==> src/rtl/mem_addr_pkg.sv <==
// Shared types and defaults for the memory-address unit.
// Holds the vector-fetch state encoding and the default vector-table geometry.
package mem_addr_pkg;

  typedef enum logic [1:0] {
    IDLE = 2'd0,
    WAIT = 2'd1,
    DONE = 2'd2
  } state_t;

  localparam int DEF_VEC_BASE = 253;
  localparam int DEF_VEC_W    = 8;

endpackage

==> src/rtl/addr_src_mux.sv <==
// Parametrised one-level address-source mux.
// A select value that names no existing source yields all zeros.
module addr_src_mux #(
  parameter int N_SRC = 4,
  parameter int WIDTH = 32,
  parameter int SEL_W = $clog2(N_SRC)
) (
  input  logic [SEL_W-1:0]       sel,
  input  logic [N_SRC*WIDTH-1:0] data,
  output logic [WIDTH-1:0]       out
);

  always_comb begin
    out = '0;
    for (int i = 0; i < N_SRC; i++) begin
      if (sel == SEL_W'(i)) out = data[i*WIDTH +: WIDTH];
    end
  end

endmodule

==> src/rtl/mem_addr_unit.sv <==
// Memory-address unit: selects the normal memory address from the datapath
// sources and sequences the multicycle exception-vector fetch.
module mem_addr_unit
  import mem_addr_pkg::*;
#(
  parameter int WIDTH    = 32,
  parameter int N_SRC    = 4,
  parameter int N_CAUSE  = 3,
  parameter int VEC_BASE = DEF_VEC_BASE,
  parameter int VEC_W    = DEF_VEC_W,
  parameter int MEM_LAT  = 1
) (
  input  logic                           clk,
  input  logic                           reset,
  input  logic [$clog2(N_SRC)-1:0]       src_sel,
  input  logic [N_SRC*WIDTH-1:0]         src_data,
  input  logic                           exc_req,
  input  logic [$clog2(N_CAUSE+1)-1:0]   exc_cause,
  input  logic [WIDTH-1:0]               mem_rdata,
  output logic [WIDTH-1:0]               mem_addr,
  output logic                           exc_busy,
  output logic                           exc_done,
  output logic                           exc_illegal,
  output logic [WIDTH-1:0]               handler_addr,
  output logic [$clog2(N_CAUSE+1)-1:0]   cause_q
);

  localparam int SEL_W   = $clog2(N_SRC);
  localparam int CAUSE_W = $clog2(N_CAUSE+1);
  localparam logic [CAUSE_W-1:0] CAUSE_LIM = CAUSE_W'(N_CAUSE);

  state_t             state;
  logic [2:0]         cnt;
  logic               illegal_q;
  logic [WIDTH-1:0]   mux_addr;
  logic [WIDTH-1:0]   vec_addr;
  logic               unused_rdata;

  addr_src_mux #(
    .N_SRC (N_SRC),
    .WIDTH (WIDTH),
    .SEL_W (SEL_W)
  ) u_src_mux (
    .sel  (src_sel),
    .data (src_data),
    .out  (mux_addr)
  );

  // Only the low VEC_W bits of a table entry carry the handler address.
  assign unused_rdata = ^mem_rdata;

  assign vec_addr = WIDTH'(VEC_BASE) + WIDTH'(cause_q);
  assign mem_addr = (state == IDLE) ? mux_addr : vec_addr;

  assign exc_busy    = (state != IDLE);
  assign exc_done    = (state == DONE);
  assign exc_illegal = illegal_q;

  // cnt counts remaining wait cycles; the entry is captured when it reaches zero.
  always_ff @(posedge clk or posedge reset) begin
    if (reset) begin
      state        <= IDLE;
      cnt          <= 3'd0;
      handler_addr <= '0;
      cause_q      <= '0;
      illegal_q    <= 1'b0;
    end else begin
      illegal_q <= 1'b0;
      case (state)
        IDLE: begin
          if (exc_req) begin
            if (exc_cause < CAUSE_LIM) begin
              cause_q <= exc_cause;
              cnt     <= 3'(MEM_LAT);
              state   <= WAIT;
            end else begin
              illegal_q <= 1'b1;
            end
          end
        end
        WAIT: begin
          if (cnt == 3'd0) begin
            handler_addr <= WIDTH'(mem_rdata[VEC_W-1:0]);
            state        <= DONE;
          end else begin
            cnt <= cnt - 3'd1;
          end
        end
        DONE:    state <= IDLE;
        default: state <= IDLE;
      endcase
    end
  end

endmodule
==> config.mk <==
export PLATFORM = sky130hd
export DESIGN_NAME = mem_addr_unit
export DESIGN_NICKNAME = d
export VERILOG_FILES = /design/src/rtl/mem_addr_pkg.sv /design/src/rtl/addr_src_mux.sv /design/src/rtl/mem_addr_unit.sv
export SDC_FILE = /design/constraint.sdc
export NUM_CORES = 1
export LEC_CHECK = 0
export ABC_AREA = 1
export CAP_MARGIN = 10
export CORE_ASPECT_RATIO = 0.7
export CORE_UTILIZATION = 26
export CTS_CLUSTER_DIAMETER = 40
export DETAILED_ROUTE_END_ITERATION = 7
export PLACE_DENSITY = 0.83
export SYNTH_ARGS = -nofsm -noshare
export SYNTH_HDL_FRONTEND = slang
export SYNTH_SLANG_ARGS = --single-unit
==> constraint.sdc <==
create_clock -name clk -period 1.6 [get_ports clk]
set_clock_uncertainty 0.05 [all_clocks]
set_input_delay 0.48 -clock clk [delete_from_list [all_inputs] [get_ports clk]]
set_output_delay 0.48 -clock clk [all_outputs]
set_load 0.03 [all_outputs]
* Word level (Yosys, flattened, before mapping)
Index checks and enable logic that the tools add are counted.
Widths: inputs -> output; s select.
** Storage, ports and cells
- Register bits :: 16
- Bits of input ports :: 167
- Output and inout bits :: 69
- Logic and storage cells :: 42
** Operators by class
- $add $sub $neg :: 2
- Order comparisons :: 1
- Equal/unequal tests :: 9
- Mux-type cells :: 16
- Reduce and logical (&&, ||, !) cells :: 9
** Operator list (count)
- $mux 32 :: 5
- $add 8x2->9 const A :: 1
- $mux 3 :: 3
- $eq 2x2->1 const B :: 3
- $mux 2 :: 3
- $ne 2x2->1 const B :: 3
- $pmux 3 s2 :: 1
- $reduce_and 3->1 :: 2
- $eq 2x1->1 const B :: 2
- $logic_not 2->1 :: 2
- $pmux 2 s2 :: 1
- $reduce_and 4->1 :: 1
- $reduce_bool 2->1 :: 2
- $logic_not 3->1 :: 1
- $mux 1 :: 3
- $sub 3x1->3 const B :: 1
- $lt 2x2->1 const B :: 1
- $ne 2x1->1 const B :: 1
- $reduce_and 2->1 :: 1

* Depth between registers and ports, before layout
Gate-level depths: netlist of run 1.
- Word-level depth :: 6
- Depth in mapped cells :: 8
- Gate-level depth less buffers :: 8

* By module
Synthesis of run 1 repeated with hierarchy kept, for this count alone.
** Second synthesis, totals
- Cells, all modules :: 360
- Area total of the unflattened synthesis :: 2124.5 µm²
** Modules (own cells, without submodules)
- mem_addr_unit :: instances 1, cells an instance 174, area each 1156.1 µm², sequential area each 400.4 µm²
- addr_src_mux :: instances 1, cells an instance 186, area each 968.4 µm², sequential area each 0.0 µm²

* Worst setup path before layout of run 1
OpenSTA, ideal clock, no wires.
- Path kind :: reg2out
- Start :: reg state[0]
- End :: out mem_addr[21]
- Arrival time :: 1.559 ns
- Required time :: 1.070 ns
- Path slack :: -0.489 ns
- Stages on the path, launching flop included :: 5
- Buffers on the path :: 1
- Cell sequence :: dfrtp_1 > nor2_2 > inv_1 > clkbuf_1 > a21oi_1
** On the way
- Longest elaborated chain between the ends :: 2
** Ends and longest elaborated chain
- start: declaration :: line mem_addr_unit.sv:32 : state_t state;
- start signal: assignment :: line mem_addr_unit.sv:62 : state <= IDLE;
- start signal: assignment :: line mem_addr_unit.sv:75 : state <= WAIT;
- start signal: assignment :: line mem_addr_unit.sv:84 : state <= DONE;
- $logic_not 2->1 :: line mem_addr_unit.sv:53 : assign mem_addr = (state == IDLE) ? mux_addr : vec_addr;
- $mux 32 :: line mem_addr_unit.sv:53
- end: declaration :: line mem_addr_unit.sv:20 : output logic [WIDTH-1:0] mem_addr,
No other way between the ends.

* Worst setup path after layout of run 1
- Start :: reg state[0]
- End :: out mem_addr[9]
The elaborated chain is that of the path after synthesis.

==> results of run 1 <==
## logic make-up (layout without fill, tap and decap cells)
kind of cell | Yosys count | count (layout)
compound gates | 50 | 50
fa+ha+maj | 3 | 3
buf+inv | 97 | 286
flops | 16 | 16
other cells | 1 | 24
simple gates | 223 | 223
## routing by layer
layer,vias to the layer above,global-route usage,part of all wire
li1,1580,-,-
met1,1529,0.2629,0.39
met2,153,0.4675,0.52
met3,18,0.05042,0.076
met4,0,0.06133,0.016
met5,-,0,0
## repair_timing
action	in CTS	in global routing
buffers inserted	7	1
gates resized for setup	174	29
gates cloned	4	1
endpoints found under the setup margin	43	38
pin swaps	82	12
## layout make-up
class / instances / area [sq um] / area share
timing repair buffer: 227 / 2365 / 0.4739
multi-input combinational: 300 / 1772 / 0.3551
sequential: 16 / 402.9 / 0.08074
inverter: 54 / 224.0 / 0.04488
tap: 101 / 126.4 / 0.02533
clock buffer: 4 / 88.84 / 0.01780
timing repair inverter: 1 / 11.26 / 0.002257
## cells in the final DEF, fill, tap and decap left out, drive strengths merged
cell	count
nand2	127
clkdlybuf4s50	96
buf	77
inv	54
dlygate4sd2	52
nor2	47
nand3	36
o21ai	35
conb	24
dfrtp	16
a21oi	15
nand3b	11
clkbuf	5
ha	3
or2	2
clkinvlp	1
dlymetal6s2s	1
## report_power, final
| part | internal [mW] | switching (mW) | total, mW |
|---|---|---|---|
| registers | 0.589 | 0.103 | 0.692 |
| logic | 2.57 | 3.33 | 5.90 |
| clock network | 0.381 | 0.178 | 0.559 |
| total | 3.54 | 3.61 | 7.15 |
## registers in the layout, summed over array words and instances, names as in the netlist
register / cells
handler_addr: 8
cnt: 3
exc_illegal: 1
state: 2
cause_q: 2
## how the worst max path moves through the flow
| stage | cells after the start | end | startpoint | slack [ns] |
|---|---|---|---|---|
| after floorplan | 5 | mem_addr[29] | src_sel[1] | -0.15 |
| after global placement | 8 | mem_addr[16] | src_sel[0] | -0.84 |
| after detailed placement | 8 | mem_addr[12] | src_sel[0] | -0.94 |
| after CTS | 8 | mem_addr[31] | state[1] | -0.34 |
| after global routing | 8 | mem_addr[9] | state[0] | -0.42 |
| final | 8 | mem_addr[9] | state[0] | -0.37 |
## worst register-to-register path, stage by stage, from the launching register on
cell	delay (ns)
dfrtp_1	0.34
inv_1	0.06
ha_1	0.20
ha_1	0.20
nand2_2	0.11
clkinvlp_4	0.19
nand2_1	0.11
nand2_1	0.06
## stage by stage
stage	utilization	hold WS, ns	total power [mW]	setup TNS, ns
finish	0.6339	0.4278	7.148	-11.04
global route	0.6339	0.4442	7.547	-12.70
CTS	0.6244	0.4243	6.996	-10.83
detailed placement	0.5584	0.4140	5.545	-27.40
global placement	0.5584	0.4132	5.450	-26.21
floorplan	-	0.3436	3.719	-2.662
==> impl_metrics.env, run 1 <==
export IMPL_reg2reg_end="handler_addr[6]"
export IMPL_yosysSeqAreaShare=0.1891
export IMPL_synthMuxAreaShare=0
export IMPL_post_synth_top_count_cell="nand2_1"
export IMPL_syn_instance_count=390
export IMPL_wl_per_cell_um=14.91
export IMPL_global_route_wire_length_before_repair_um=16190
export IMPL_boundaryPins=236
export IMPL_antenna_found_initial=0
export IMPL_grt_start_max_net_pins=21
export IMPL_dpl_cell_count=689
export IMPL_dp_final_hpwl_um=7703
export IMPL_number_of_max_cap_violations=0
export IMPL_timing_critical_path_slowest_stage_cell="dfrtp_1"
export IMPL_final_hold_viol_count=0
export IMPL_dieArea_sq_mm=0.008513
export IMPL_failed_checks="negative setup slack"
export IMPL_fp_coreArea_sq_mm=0.007871
export IMPL_floorplan_rows=27
export IMPL_antennaDiodeCount=0
export IMPL_worst_hold_startpoint="handler_addr[4]"
export IMPL_maxSlewViolCount=0
export IMPL_floorplan_initialDensity=0.2690
export IMPL_grt_setup_unrepaired="true"
export IMPL_drt_pass1_iter_count=4
export IMPL_cpLargestDelayFamily="buffers and inverters"
export IMPL_crit_reg2reg_launch="cnt[0]"
export IMPL_grt_pass1_vias=3501
export IMPL_cp_cell_sequence="nor2_4 -> buf_12 -> buf_8 -> inv_8 -> nor2_2 -> nand2_1 -> inv_2 -> buf_6"
export IMPL_post_synth_edffs=0
export IMPL_detail_route_drc_violations=0
export IMPL_cts_max_path_buffers=2
export IMPL_max_clock_freq_ghz=0.5088
export IMPL_drt_iter0_drc=132
export IMPL_yosysWarningCount=0
export IMPL_critical_path_endpoint_type="output port"
export IMPL_syn_mean_instance_area_sq_um=5.428
export IMPL_synth_adder_area_share=0.01773
export IMPL_die_height_um=77.50
export IMPL_layout_drive_gt1_share=0.3056
export IMPL_min_delay_worst_endpoint="handler_addr[4]"
export IMPL_path_class="flip-flop to output port"
export IMPL_final_antenna_net_count=0
export IMPL_netlist_top_cells_count="125 x nand2_1, 51 x inv_1, 44 x nor2_1, 36 x nand3_1, 31 x o21ai_0"
export IMPL_cts_inserted_buffers=3
export IMPL_chipWidth_um=109.9
export IMPL_max_stage_delay_ns=0.41
export IMPL_layout_setup_ws_ns=-0.3653
export IMPL_postSynthRegisterBits=16
export IMPL_mappedNetlistArea_sq_mm=0.002117
export IMPL_clock_sink_count=16
export IMPL_reg2reg_slack_ns=0.16
export IMPL_post_synthesis_compound_gate_area_fraction=0.1182
export IMPL_power_density_mw_per_mm2=1432
export IMPL_ys_async_sr_fraction=1.000
export IMPL_post_place_ws_ns=-0.9413
export IMPL_htree_levels=1
export IMPL_routed_wirelength_um=10490
export IMPL_critical_path_max_fanout=10
export IMPL_arrival_ns=1.44
export IMPL_power_leakage_nw=2.454
export IMPL_report_final_setup_viol=33
export IMPL_synth_top_cell_area_share=0.2216
export IMPL_holdPathStages=2
export IMPL_postCtsHoldBufs=0
export IMPL_finish_instance_area_sq_mm=0.004990
export IMPL_clock_transition_at_path_regs_ns=0.05
export IMPL_nets=773
export IMPL_critPathLaunchType="flip-flop"
export IMPL_synth_xor_xnor_area_share=0
export IMPL_min_period_over_period=1.228
export IMPL_clock_tree_root_cell="clkbuf_16"
export IMPL_yosys_top_cells_area="nand2_1 22%, dfrtp_1 19%, buf_4 9.6%"
export IMPL_detailed_route_vias_per_instance=4.666
export IMPL_synth_simple_gate_area_share=0.4468
export IMPL_area_growth_pct=135.7
export IMPL_status="finished, violations left"
export IMPL_globalRouteTotalUtil=0.2422
export IMPL_synth_lib_cells_used_distinct=20
export IMPL_synth_top_cell_by_area="nand2_1"
export IMPL_ir_drop_v=0.001418
export IMPL_fill_cells=697
export IMPL_cts_tree="yes"
export IMPL_clk_insertion_delay_late_ns=0.25
export IMPL_route_vias_total=3280
export IMPL_grt_remaining_overflow=0
export IMPL_synth_top_family_by_area="simple AND/OR/NAND/NOR gates"
export IMPL_cp_buffers_inverters=5
export IMPL_stdcell_count=703
export IMPL_hold_class="flip-flop to flip-flop"
export IMPL_routabilityCongestion=0.8937
export IMPL_worstPathRequired_ns=1.07
export IMPL_period_minus_slack_ns=1.965
export IMPL_buffer_ports_inserted=187
export IMPL_synthFlopType="dfrtp_1"
export IMPL_timing_reg2reg_worst_path_depth=7
export IMPL_placement_cell_area_sq_mm=0.004395
No activity file was read; power rests on OpenSTA's default activity.
==> inputs of run 2 (changes only) <==
CORE_MARGIN = 2   (was unset)
==> impl_metrics.env, run 2 (synthesized netlist as in run 1, its figures left out) <==
export IMPL_status="finished, violations left"
export IMPL_failed_checks="negative setup slack"
export IMPL_cp_buffers_inverters=3
export IMPL_drt_pass1_iter_count=4
export IMPL_clock_transition_at_path_regs_ns=0.05
export IMPL_reg2reg_end="cause_q[1]"
export IMPL_ir_drop_v=0.001224
export IMPL_power_density_mw_per_mm2=1438
export IMPL_worst_hold_startpoint="handler_addr[5]"
export IMPL_global_route_wire_length_before_repair_um=16550
export IMPL_number_of_flip_flops_under_the_largest_register_name=8
export IMPL_holdPathStages=2
export IMPL_arrival_ns=1.45
export IMPL_clock_sink_count=16
export IMPL_timing_reg2reg_worst_path_depth=7
export IMPL_drt_iter0_drc=138
export IMPL_crit_reg2reg_launch="state[0]"
export IMPL_cts_max_path_buffers=2
export IMPL_timing_critical_path_slowest_stage_cell="clkdlybuf4s50_1"
export IMPL_clk_insertion_delay_late_ns=0.25
export IMPL_floorplan_rows=27
export IMPL_die_height_um=79.50
export IMPL_antennaDiodeCount=0
export IMPL_path_class="input pin to output port"
export IMPL_layout_drive_gt1_share=0.3228
export IMPL_post_place_ws_ns=-0.9158
export IMPL_nets=775
export IMPL_detail_route_drc_violations=0
export IMPL_wl_per_cell_um=15.19
export IMPL_max_clock_freq_ghz=0.5039
export IMPL_antenna_found_initial=0
export IMPL_dpl_cell_count=688
export IMPL_power_leakage_nw=2.522
export IMPL_final_hold_viol_count=0
export IMPL_postCtsHoldBufs=0
export IMPL_number_of_max_cap_violations=0
export IMPL_cts_tree="yes"
export IMPL_cts_inserted_buffers=3
export IMPL_mostFrequentLayoutCell="clkdlybuf4s50_1"
export IMPL_largest_registers="handler_addr (8), cnt (3)"
export IMPL_grt_remaining_overflow=0
export IMPL_routed_wirelength_um=10710
export IMPL_grt_setup_unrepaired="true"
export IMPL_floorplan_initialDensity=0.2690
export IMPL_dieArea_sq_mm=0.008892
export IMPL_power_mw=7.405
export IMPL_period_minus_slack_ns=1.985
export IMPL_min_period_over_period=1.240
export IMPL_stdcell_count=705
export IMPL_routabilityCongestion=0.8369
export IMPL_grt_start_max_net_pins=19
export IMPL_critPathLaunchType="input pin"
export IMPL_boundaryPins=236
export IMPL_critical_path_max_fanout=1
export IMPL_reg2reg_slack_ns=0.15
export IMPL_buffer_ports_inserted=187
export IMPL_dp_final_hpwl_um=7796
export IMPL_final_setup_tns_ns=-10.96
export IMPL_critical_path_endpoint_type="output port"
export IMPL_hold_class="flip-flop to flip-flop"
export IMPL_cp_cell_sequence="clkdlybuf4s50_1 -> inv_1 -> nand2_1 -> nand3_2 -> a21oi_4 -> buf_6"
export IMPL_route_vias_total=3304
export IMPL_top_library_cells_by_usage_in_the_layout_fill_and_taps_aside="102 x clkdlybuf4s50_1, 98 x nand2_1, 44 x dlygate4sd2_1, 40 x buf_6, 39 x inv_1"
export IMPL_maxSlewViolCount=0
export IMPL_min_delay_worst_endpoint="handler_addr[5]"
export IMPL_clock_tree_root_cell="clkbuf_16"
export IMPL_finish_instance_area_sq_mm=0.005151
export IMPL_worstPathRequired_ns=1.07
export IMPL_area_growth_pct=143.3
export IMPL_max_stage_delay_ns=0.46
export IMPL_fill_cells=673
export IMPL_layout_setup_ws_ns=-0.3846
export IMPL_htree_levels=1
export IMPL_grt_pass1_vias=3493
export IMPL_final_antenna_net_count=0
export IMPL_globalRouteTotalUtil=0.2298
export IMPL_placement_cell_area_sq_mm=0.004400
export IMPL_cpLargestDelayFamily="buffers and inverters"
export IMPL_regMostFlops="handler_addr"
export IMPL_detailed_route_vias_per_instance=4.687
export IMPL_report_final_setup_viol=33
export IMPL_fp_coreArea_sq_mm=0.007871
export IMPL_chipWidth_um=111.9
[run 2: final cells by class]
cell class | instances | area, sq um | area share
Tap cell | 101 | 126.4 | 0.02453
Clock buffer | 4 | 88.84 | 0.01725
Sequential cell | 16 | 402.9 | 0.07821
Multi-Input combinational cell | 300 | 1852 | 0.3595
Timing Repair Buffer | 230 | 2460 | 0.4775
Inverter | 54 | 221.5 | 0.04299
[run 2: worst max path at each step]
stage / startpoint / end / slack, ns / cells past startpoint
2_1_floorplan: src_sel[1] / mem_addr[29] / -0.15 / 5
3_3_place_gp: src_sel[0] / mem_addr[2] / -0.88 / 8
3_5_place_dp: src_sel[0] / mem_addr[2] / -0.92 / 8
4_1_cts: state[1] / mem_addr[27] / -0.37 / 6
5_1_grt: src_sel[0] / mem_addr[1] / -0.44 / 8
6_report: src_data[21] / mem_addr[21] / -0.38 / 6
[run 2: worst register-to-register path: cells and delay by family (launching register included)]
family	cells	cell delay (ns)
flops	1	0.40
simple gates	2	0.26
compound gates	1	0.17
buf+inv	4	0.47
[run 2: power by group]
part           leakage, nW  total (mW)  switching, mW  internal, mW
Clock               0.0442       0.549          0.169         0.380
Combinational         2.28        6.17           3.38          2.79
Sequential           0.198       0.689          0.100         0.589
[run 2: per-layer routing]
metal,GRT usage,routed length [um]
met1,0.2600,4238
met2,0.4515,5615
met3,0.03417,619
met4,0.06173,239
met5,0,0
[run 2: what timing repair did]
action,CTS,global route
endpoints found under the setup margin,42,37
setup buffers,8,0
gates cloned,5,0
gates resized for setup,175,31
pin swaps,68,22
[run 2: stage by stage]
stage / hold slack [ns] / util
2_1_floorplan: 0.3436 / -
3_3_place_gp: 0.4128 / 0.5591
3_5_place_dp: 0.4192 / 0.5591
4_1_cts: 0.4284 / 0.6423
5_1_grt: 0.4478 / 0.6544
6_report: 0.4247 / 0.6544
